File: config.mk
export PLATFORM = sky130hd
export DESIGN_NAME = axis_output_packer
export DESIGN_NICKNAME = d
export VERILOG_FILES = /design/src/rtl/axis_output_packer.sv
export SDC_FILE = /design/constraint.sdc
export NUM_CORES = 1
export LEC_CHECK = 0
export ABC_AREA = 1
export ABC_CLOCK_PERIOD_IN_PS = 18050
export CAP_MARGIN = 40
export CORE_UTILIZATION = 45
export DETAILED_ROUTE_END_ITERATION = 8
export PLACE_DENSITY = 0.62
export SYNTH_ARGS = -nofsm -noshare
export SYNTH_HDL_FRONTEND = slang
export SYNTH_SLANG_ARGS = --single-unit
File: constraint.sdc
create_clock -name clk -period 18.05 [get_ports clk]
set_input_delay 3.61 -clock clk [delete_from_list [all_inputs] [get_ports clk]]
set_output_delay 3.61 -clock clk [all_outputs]
set_load 0.1 [all_outputs]
File: src/rtl/axis_output_packer.sv
// Buffers quantized PPU rows in a small FIFO and serializes each row as two AXI-Stream beats (low half first).
// Rows are forwarded only in emit mode; otherwise they are counted and discarded.
module axis_output_packer #(
    parameter int ROW_W      = 128,
    parameter int AXIS_W     = 64,
    parameter int FIFO_DEPTH = 8,
    parameter int CNT_W      = 16
) (
    input  logic              clk,
    input  logic              rst,
    input  logic              i_start,
    input  logic [CNT_W-1:0]  cfg_m_dim,
    input  logic              cfg_emit_en,
    input  logic              in_valid,
    input  logic [ROW_W-1:0]  in_data,
    output logic [AXIS_W-1:0] axis_out_tdata,
    output logic              axis_out_tvalid,
    input  logic              axis_out_tready,
    output logic              axis_out_tlast,
    output logic              o_busy,
    output logic              o_done,
    output logic              o_overflow
);

    localparam int PTR_W = $clog2(FIFO_DEPTH);
    localparam int CW    = PTR_W + 1;

    typedef enum logic [1:0] {S_IDLE, S_RUN, S_DRAIN, S_DONE} state_t;

    state_t               state_q, state_d;
    logic [CNT_W-1:0]     m_dim_q, m_dim_d;
    logic                 emit_en_q, emit_en_d;
    logic [CNT_W-1:0]     in_count_q, in_count_d;
    logic [CNT_W-1:0]     out_row_count_q, out_row_count_d;
    logic                 overflow_q, overflow_d;
    logic                 half_q, half_d;
    logic [PTR_W-1:0]     wr_ptr_q, wr_ptr_d;
    logic [PTR_W-1:0]     rd_ptr_q, rd_ptr_d;
    logic [CW-1:0]        count_q, count_d;
    logic [ROW_W-1:0]     fifo_mem_q [FIFO_DEPTH];
    logic [ROW_W-1:0]     fifo_mem_d [FIFO_DEPTH];

    logic                 fifo_empty, fifo_full;
    logic [ROW_W-1:0]     head_row;
    logic                 beat_fire, pop, push, drop, considered;

    // Depth is a power of two, so the count MSB alone marks a full FIFO.
    assign fifo_empty = (count_q == '0);
    assign fifo_full  = count_q[PTR_W];
    assign head_row   = fifo_mem_q[rd_ptr_q];

    assign axis_out_tvalid = !fifo_empty;
    assign axis_out_tdata  = fifo_empty ? '0
                           : (half_q ? head_row[ROW_W-1:AXIS_W] : head_row[AXIS_W-1:0]);
    // A tile that dropped rows never reaches its row target, so it must not claim tlast.
    assign axis_out_tlast  = !fifo_empty && half_q && !overflow_q
                           && (out_row_count_q == m_dim_q - CNT_W'(1));

    assign beat_fire  = axis_out_tvalid && axis_out_tready;
    assign pop        = beat_fire && half_q;
    assign considered = (state_q == S_RUN) && in_valid && (in_count_q < m_dim_q);
    assign push       = considered && emit_en_q && !fifo_full;
    assign drop       = considered && emit_en_q && fifo_full;

    assign o_busy     = (state_q != S_IDLE);
    assign o_done     = (state_q == S_DONE);
    assign o_overflow = overflow_q;

    always_comb begin
        state_d         = state_q;
        m_dim_d         = m_dim_q;
        emit_en_d       = emit_en_q;
        in_count_d      = in_count_q;
        out_row_count_d = out_row_count_q;
        overflow_d      = overflow_q;
        half_d          = half_q;
        wr_ptr_d        = wr_ptr_q;
        rd_ptr_d        = rd_ptr_q;
        count_d         = count_q;
        fifo_mem_d      = fifo_mem_q;

        if (push) begin
            fifo_mem_d[wr_ptr_q] = in_data;
            wr_ptr_d             = wr_ptr_q + PTR_W'(1);
        end
        if (pop) begin
            rd_ptr_d        = rd_ptr_q + PTR_W'(1);
            out_row_count_d = out_row_count_q + CNT_W'(1);
        end
        if (beat_fire) half_d = !half_q;
        if (push && !pop) count_d = count_q + CW'(1);
        else if (!push && pop) count_d = count_q - CW'(1);
        if (considered) in_count_d = in_count_q + CNT_W'(1);
        if (drop) overflow_d = 1'b1;

        case (state_q)
            S_IDLE: begin
                if (i_start) begin
                    m_dim_d         = cfg_m_dim;
                    emit_en_d       = cfg_emit_en;
                    overflow_d      = 1'b0;
                    in_count_d      = '0;
                    out_row_count_d = '0;
                    half_d          = 1'b0;
                    state_d         = S_RUN;
                end
            end
            S_RUN: begin
                // An empty emit tile has no tlast to wait for, so it completes directly.
                if (in_count_d == m_dim_q)
                    state_d = (emit_en_q && (m_dim_q != '0)) ? S_DRAIN : S_DONE;
            end
            S_DRAIN: begin
                if (beat_fire && axis_out_tlast) state_d = S_DONE;
                else if (overflow_q && fifo_empty) state_d = S_DONE;
            end
            S_DONE: state_d = S_IDLE;
            default: state_d = S_IDLE;
        endcase
    end

    always_ff @(posedge clk) begin
        if (rst) begin
            state_q         <= S_IDLE;
            m_dim_q         <= '0;
            emit_en_q       <= 1'b0;
            in_count_q      <= '0;
            out_row_count_q <= '0;
            overflow_q      <= 1'b0;
            half_q          <= 1'b0;
            wr_ptr_q        <= '0;
            rd_ptr_q        <= '0;
            count_q         <= '0;
        end else begin
            state_q         <= state_d;
            m_dim_q         <= m_dim_d;
            emit_en_q       <= emit_en_d;
            in_count_q      <= in_count_d;
            out_row_count_q <= out_row_count_d;
            overflow_q      <= overflow_d;
            half_q          <= half_d;
            wr_ptr_q        <= wr_ptr_d;
            rd_ptr_q        <= rd_ptr_d;
            count_q         <= count_d;
        end
    end

    // Row storage carries no reset; tdata is masked whenever the FIFO is empty.
    always_ff @(posedge clk) begin
        fifo_mem_q <= fifo_mem_d;
    end

endmodule
Word-level counts from Yosys, hierarchy flattened
Index checks and enable logic that the tools add are counted.
Storage, ports and cells
  memory bits (writable): 0
  latch bits: 0
  memories: 0
  input port bits: 150
  logic and storage cells: 96
  bits in read-only memories: 0
  bits in registers: 1087
Cells by class
  multipliers: 0
  mux-type cells: 28
  add/sub/neg operators: 7
  reduce and logical (&&, ||, !) cells: 29
  bitwise gates (word level): 2
  div/mod/pow operators: 0
  equal/unequal tests: 8
  $lt $le $gt $ge: 4
  shift operators: 0
Operators by type and width (count)
  bitwise mux 1024 bit: 1
  binary-select mux 128 bit (select 3 bit): 1
  demux 128 bit (select 3 bit): 1
  2-to-1 mux 128 bit: 3
  2-to-1 mux 64 bit: 2
  2-to-1 mux 16 bit: 6
  adder 16 x 1 -> 16 bit (second input constant): 2
  equality test 16 bit: 2
  logical AND 1 bit: 16
  < comparator 16 bit: 1
  nonzero test 16 bit: 1
  subtractor 16 x 1 -> 16 bit (second input constant): 1
  greater-or-equal comparator 4 bit (second input constant): 2
  2-to-1 mux 2 bit: 4
  2-to-1 mux 4 bit: 2
  inverter 3 -> 4 bit: 2
  one-hot mux 2 bit (4 select lines): 1
  2-to-1 mux 1 bit: 7
  adder 3 x 1 -> 3 bit (second input constant): 2
  logical NOT 1 bit: 6
  adder 4 x 1 -> 4 bit (second input constant): 1
  equality test 2 bit (second input constant): 2
  logical NOT 4 bit: 1
  < comparator 4 x 1 -> 1 bit (second input constant): 1
  other kinds (9): 10

Longest topological paths before layout
  depth in word-level cells: 9
  mapped depth: 23
  mapped depth without buffers: 22

Worst setup path after synthesis
OpenSTA, ideal clock, no wires.
  path kind: in2reg
  start point: input in_valid
  end point: register fifo_mem_q[0] in the netlist's numbering, enable pin
  arrival: 9.918 ns
  stages on the path: 9
  setup time: 0.616 ns
  setup slack: 7.516 ns
  path buffers: 1
  cells stage by stage: nand2_1 clkinv_1 nand3_4 buf_8 nor3_2 inv_1 nor2_1 inv_1 nor2_1
On the way
  word-level cells in the longest chain between the ends: 4
RTL lines
  start, declared: RTL line 14  | input logic in_valid,
  logical AND 1 bit (2 in a row): RTL line 61  | assign considered = (state_q == S_RUN) && in_valid && (in_count_q < m_dim_q);
  logical AND 1 bit (2 in a row): RTL line 62  | assign push = considered && emit_en_q && !fifo_full;
  named net push: RTL line 45  | logic beat_fire, pop, push, drop, considered;
  end signal, assigned: RTL line 150  | fifo_mem_q <= fifo_mem_d;
  end, declared: RTL line 40  | logic [ROW_W-1:0] fifo_mem_q [FIFO_DEPTH];
The timed path passes the listed nets, and every way through them passes these cells.
A chain may end at the register's enable or synchronous reset.

Worst setup path after layout
  start point: register rd_ptr_q[0]
  end point: output axis_out_tdata[46]
On the way
  word-level cells in the longest chain between the ends: 6
RTL lines
  start, declared: RTL line 38  | logic [PTR_W-1:0] rd_ptr_q, rd_ptr_d;
  start signal, assigned: RTL line 143  | rd_ptr_q <= rd_ptr_d;
  inverter 3 -> 4 bit (not written as such): RTL line 50  | assign head_row = fifo_mem_q[rd_ptr_q];
  binary-select mux 128 bit (select 3 bit): RTL line 50
  2-to-1 mux 128 bit (not written as such) (2 in a row): RTL line 50
  2-to-1 mux 64 bit: RTL line 54  | : (half_q ? head_row[ROW_W-1:AXIS_W] : head_row[AXIS_W-1:0]);
  2-to-1 mux 64 bit: RTL line 53  | assign axis_out_tdata = fifo_empty ? '0
  end, declared: RTL line 16  | output logic [AXIS_W-1:0] axis_out_tdata,
Every way passes these cells. The select of a mux whose other input is x is not followed.

==> metrics.md <==
| Metric | Value |
|---|---|
| FF+latch count, synth | 1087 |
| Pwr Total | around 5.9 mW |
| Outcome | completed |
| Worst-path cell chain | buf_4, buf_4, buf_4, buf_12, o21ai_0, o221ai_1, o211ai_1, a21oi_1, clkdlybuf4s50_1, buf_8 |
| CTS Sinks | 1087 |
| Synth Warn # | 0 |
| Multi-input gate area | between 0.01 and 0.015 mm^2 |
| Synth area leader | edfxtp_1 |
| Number of max-cap violations | 0 |
| Post-synthesis sequential area ratio | 73.19% |
| # hold bufs at CTS | 0 |
| Final Critical Period | around 9.5 ns |
| Post_cts resized | 0 |
| CTS Root Cell | clkbuf_16 |
| Area delta synth->final | 19.41% |
| Commonest non-fill, non-tap cell in the layout | edfxtp_1 |
| H-tree Lvls | 3 |
| RSZ-0062 raised after global routing | false |
| Kind of critical path | register to output port |
| Fin nets | 3790 |
| Initial DRT Pass Iterations | 5 |
| Post-synth ARST share | 0% |
| Yosys top cell area share | 70.31% |
| Initial DRC count | 2902 |
| Clk_skew | around 0.023 ns |
| Max clock buf depth | 3 |
| Port bufs | ~220 |
| Total GRT Usage | 23.27% |
| Post-Place Worst Slack | between 9 and 10 ns |
| Die Width | approximately 310 um |
| Gate Count Post-Synth | approximately 3.4k |
| First-pass GRT wire length | around 170000 um |
| Hold_sp | out_row_count_q[7]$_SDFF_PP0_ |
| Setup ws final | 8.596 ns |
| Initial antenna violation count | 37 |
| Routability Congestion | 0.8583 |
| Core Region | between 0.09 and 0.1 mm^2 |
| Leakage power | approximately 17 nW |
| Pwr dens | roughly 110 mW/mm^2 |
| Avg WL per Cell | 23.22 um |
| CTS tree | yes |
| CP max-delay cell | buf_4 |
| CP startpoint kind | register |
| Detail Placement HPWL | 60720 um |
| Synth Cell Area | between 0.04 and 0.05 mm^2 |
| Die area | ~0.098 mm^2 |
| Clock slew at reported path FFs | roughly 0.06 ns |
| Hold Fails Final Rpt | 0 |
| Reg area | between 0.03 and 0.04 mm^2 |
| CTS buffer count | 111 |
| CP startpoint | rd_ptr_q[0]$_SDFFE_PP0P_ |
| Syn nets | between 3k and 4k |
| GRT overflow | 0 |
| Worst-path maximum fanout | slightly above 90 |
| Max-slew headroom | 22.64% |
| Routed vias | roughly 29k |
| Layout cell share with drive strength beyond 1 | 8.112% |
| DRT antenna net count | 0 |
| Most common cell on crit path | buf_4 |
| Final WL | about 120000 um |
| Reg2reg start | m_dim_q[9]$_SDFFE_PP0P_ |
| CP Capture Type | output port |
| Clk_lat worst skew | 0.68 ns |
| Final period utilization | roughly 52% |
| Vias in the first global route | between 20k and 30k |
| Die span in y | about 310 um |
| CP peak stage delay | 0.82 ns |
| Fin. max-slew vios | 0 |
| Fillers | 7854 |
| WP data arrival | between 5 and 6 ns |
| Initial Util | 45.76% |
| Util after Layout | a little over half |
| Top cells by area, synth | edfxtp_1 70%, o21ai_0 6.2%, nor2_1 5.2% |
| Via density | slightly below 6 |
| Most frequent cells in the layout | 1024 x edfxtp_1, 593 x nor2_1, 542 x o21ai_0, 218 x clkdlybuf4s50_1, 180 x o221ai_1 |
| Final setup fails | 0 |
| Req. time, crit path | around 14 ns |
| Post-synth top flop | edfxtp_1 |
| Hold crit path type | register to register |
| Post-CTS Setup Inserts | 0 |
| Largest net degree at the start of global routing | about 220 |
| Mean post-synth cell area | about 13 um^2 |
| Netlist cell types | 42 |
| F_max | approximately 110 MHz |
| Post-route DRC | 0 |
| EDFF count, synth | 1024 |
| Final setup TNS | 0 ns |
| Slew @ Worst Pin | ~1.2 ns |
| Worst VDD drop | between 0.09 and 0.1 mV |
| Row cnt | approximately 110 |
| Number of top-level pins | approximately 220 |
## final timing paths
| path | to | slack (ns) | depth (start not counted) |
|---|---|---|---|
| max reg2reg | fifo_mem_q[490]$_DFFE_PP_ | 13.25 | 14 |
| max | axis_out_tdata[46] | 8.60 | 10 |
| min reg2reg | out_row_count_q[7]$_SDFF_PP0_ | 0.49 | 2 |
| min | out_row_count_q[7]$_SDFF_PP0_ | 0.49 | 2 |
## through the flow
step                instances  hold WS [ns]  area [um^2]
floorplan                3405        0.4609        43740
global placement         4680        0.4809        47010
detailed placement       4762        0.4907        48650
CTS                      4963        0.4993        52190
global route             4974        0.5094        52220
finish                   4979        0.4941        52230
## kinds of logic after synthesis
kind of cell / synth area share (%)
xor gates and xnor gates: 0.6008
and+or+nand+nor: 8.883
DFF: 73.19
adders and majority gates: 0.8754
buffers and inverters: 2.824
AOI/OAI and AO/OA: 13.63
## final cells by class
type | instances | area share (%)
Multi-Input combinational cell | 1996 | 20.20
Timing Repair Buffer | 328 | 7.944
Inverter | 86 | 0.6564
Tap cell | 1265 | 3.031
Clock inverter | 60 | 1.078
Antenna cell | 16 | 0.07666
Clock buffer | 141 | 5.692
Sequential cell | 1087 | 61.32
## critical path: cells and delay by family, from the launching register on
family                 cells  cell delay [ns]
buffers and inverters      6             3.30
flip-flops                 1             0.68
AO/OA/AOI/OAI              4             1.02
## cell usage after synthesis, types with 3 or more instances
cell	n
a21oi_1	110
buf_1	17
buf_2	9
clkbuf_1	208
dfxtp_1	63
edfxtp_1	1024
ha_1	29
inv_1	78
inv_2	7
nand2_1	163
nand2_2	6
nand3_1	101
nand4_1	29
nor2_1	601
nor2_4	3
nor3_1	21
nor4_1	4
o211ai_1	77
o21ai_0	542
o221ai_1	180
o22ai_1	76
or2_2	4
xnor2_1	7
xor2_1	23
## state kept, by name, summed over array words and instances (netlist names), 2 cells and up
name and cells:
fifo_mem_q 1024, in_count_q 16, m_dim_q 16, out_row_count_q 16, count_q 4, rd_ptr_q 3, wr_ptr_q 3, state_q 2
## where the power goes
group	total (mW)	internal, mW	switching, mW
registers	2.82	2.79	0.0322
clock network	2.24	1.31	0.928
logic	0.837	0.285	0.552
## routing by layer
| layer | track usage [%] | routed length [um] | vias up |
|---|---|---|---|
| met5 | 0 | 235 | - |
| met4 | 8.215 | 3329 | 38 |
| met3 | 5.179 | 9973 | 221 |
| met2 | 36.25 | 53390 | 1129 |
| met1 | 32.19 | 48710 | 14274 |
| li1 | - | - | 13259 |
Power figures use the tool's default switching activity.
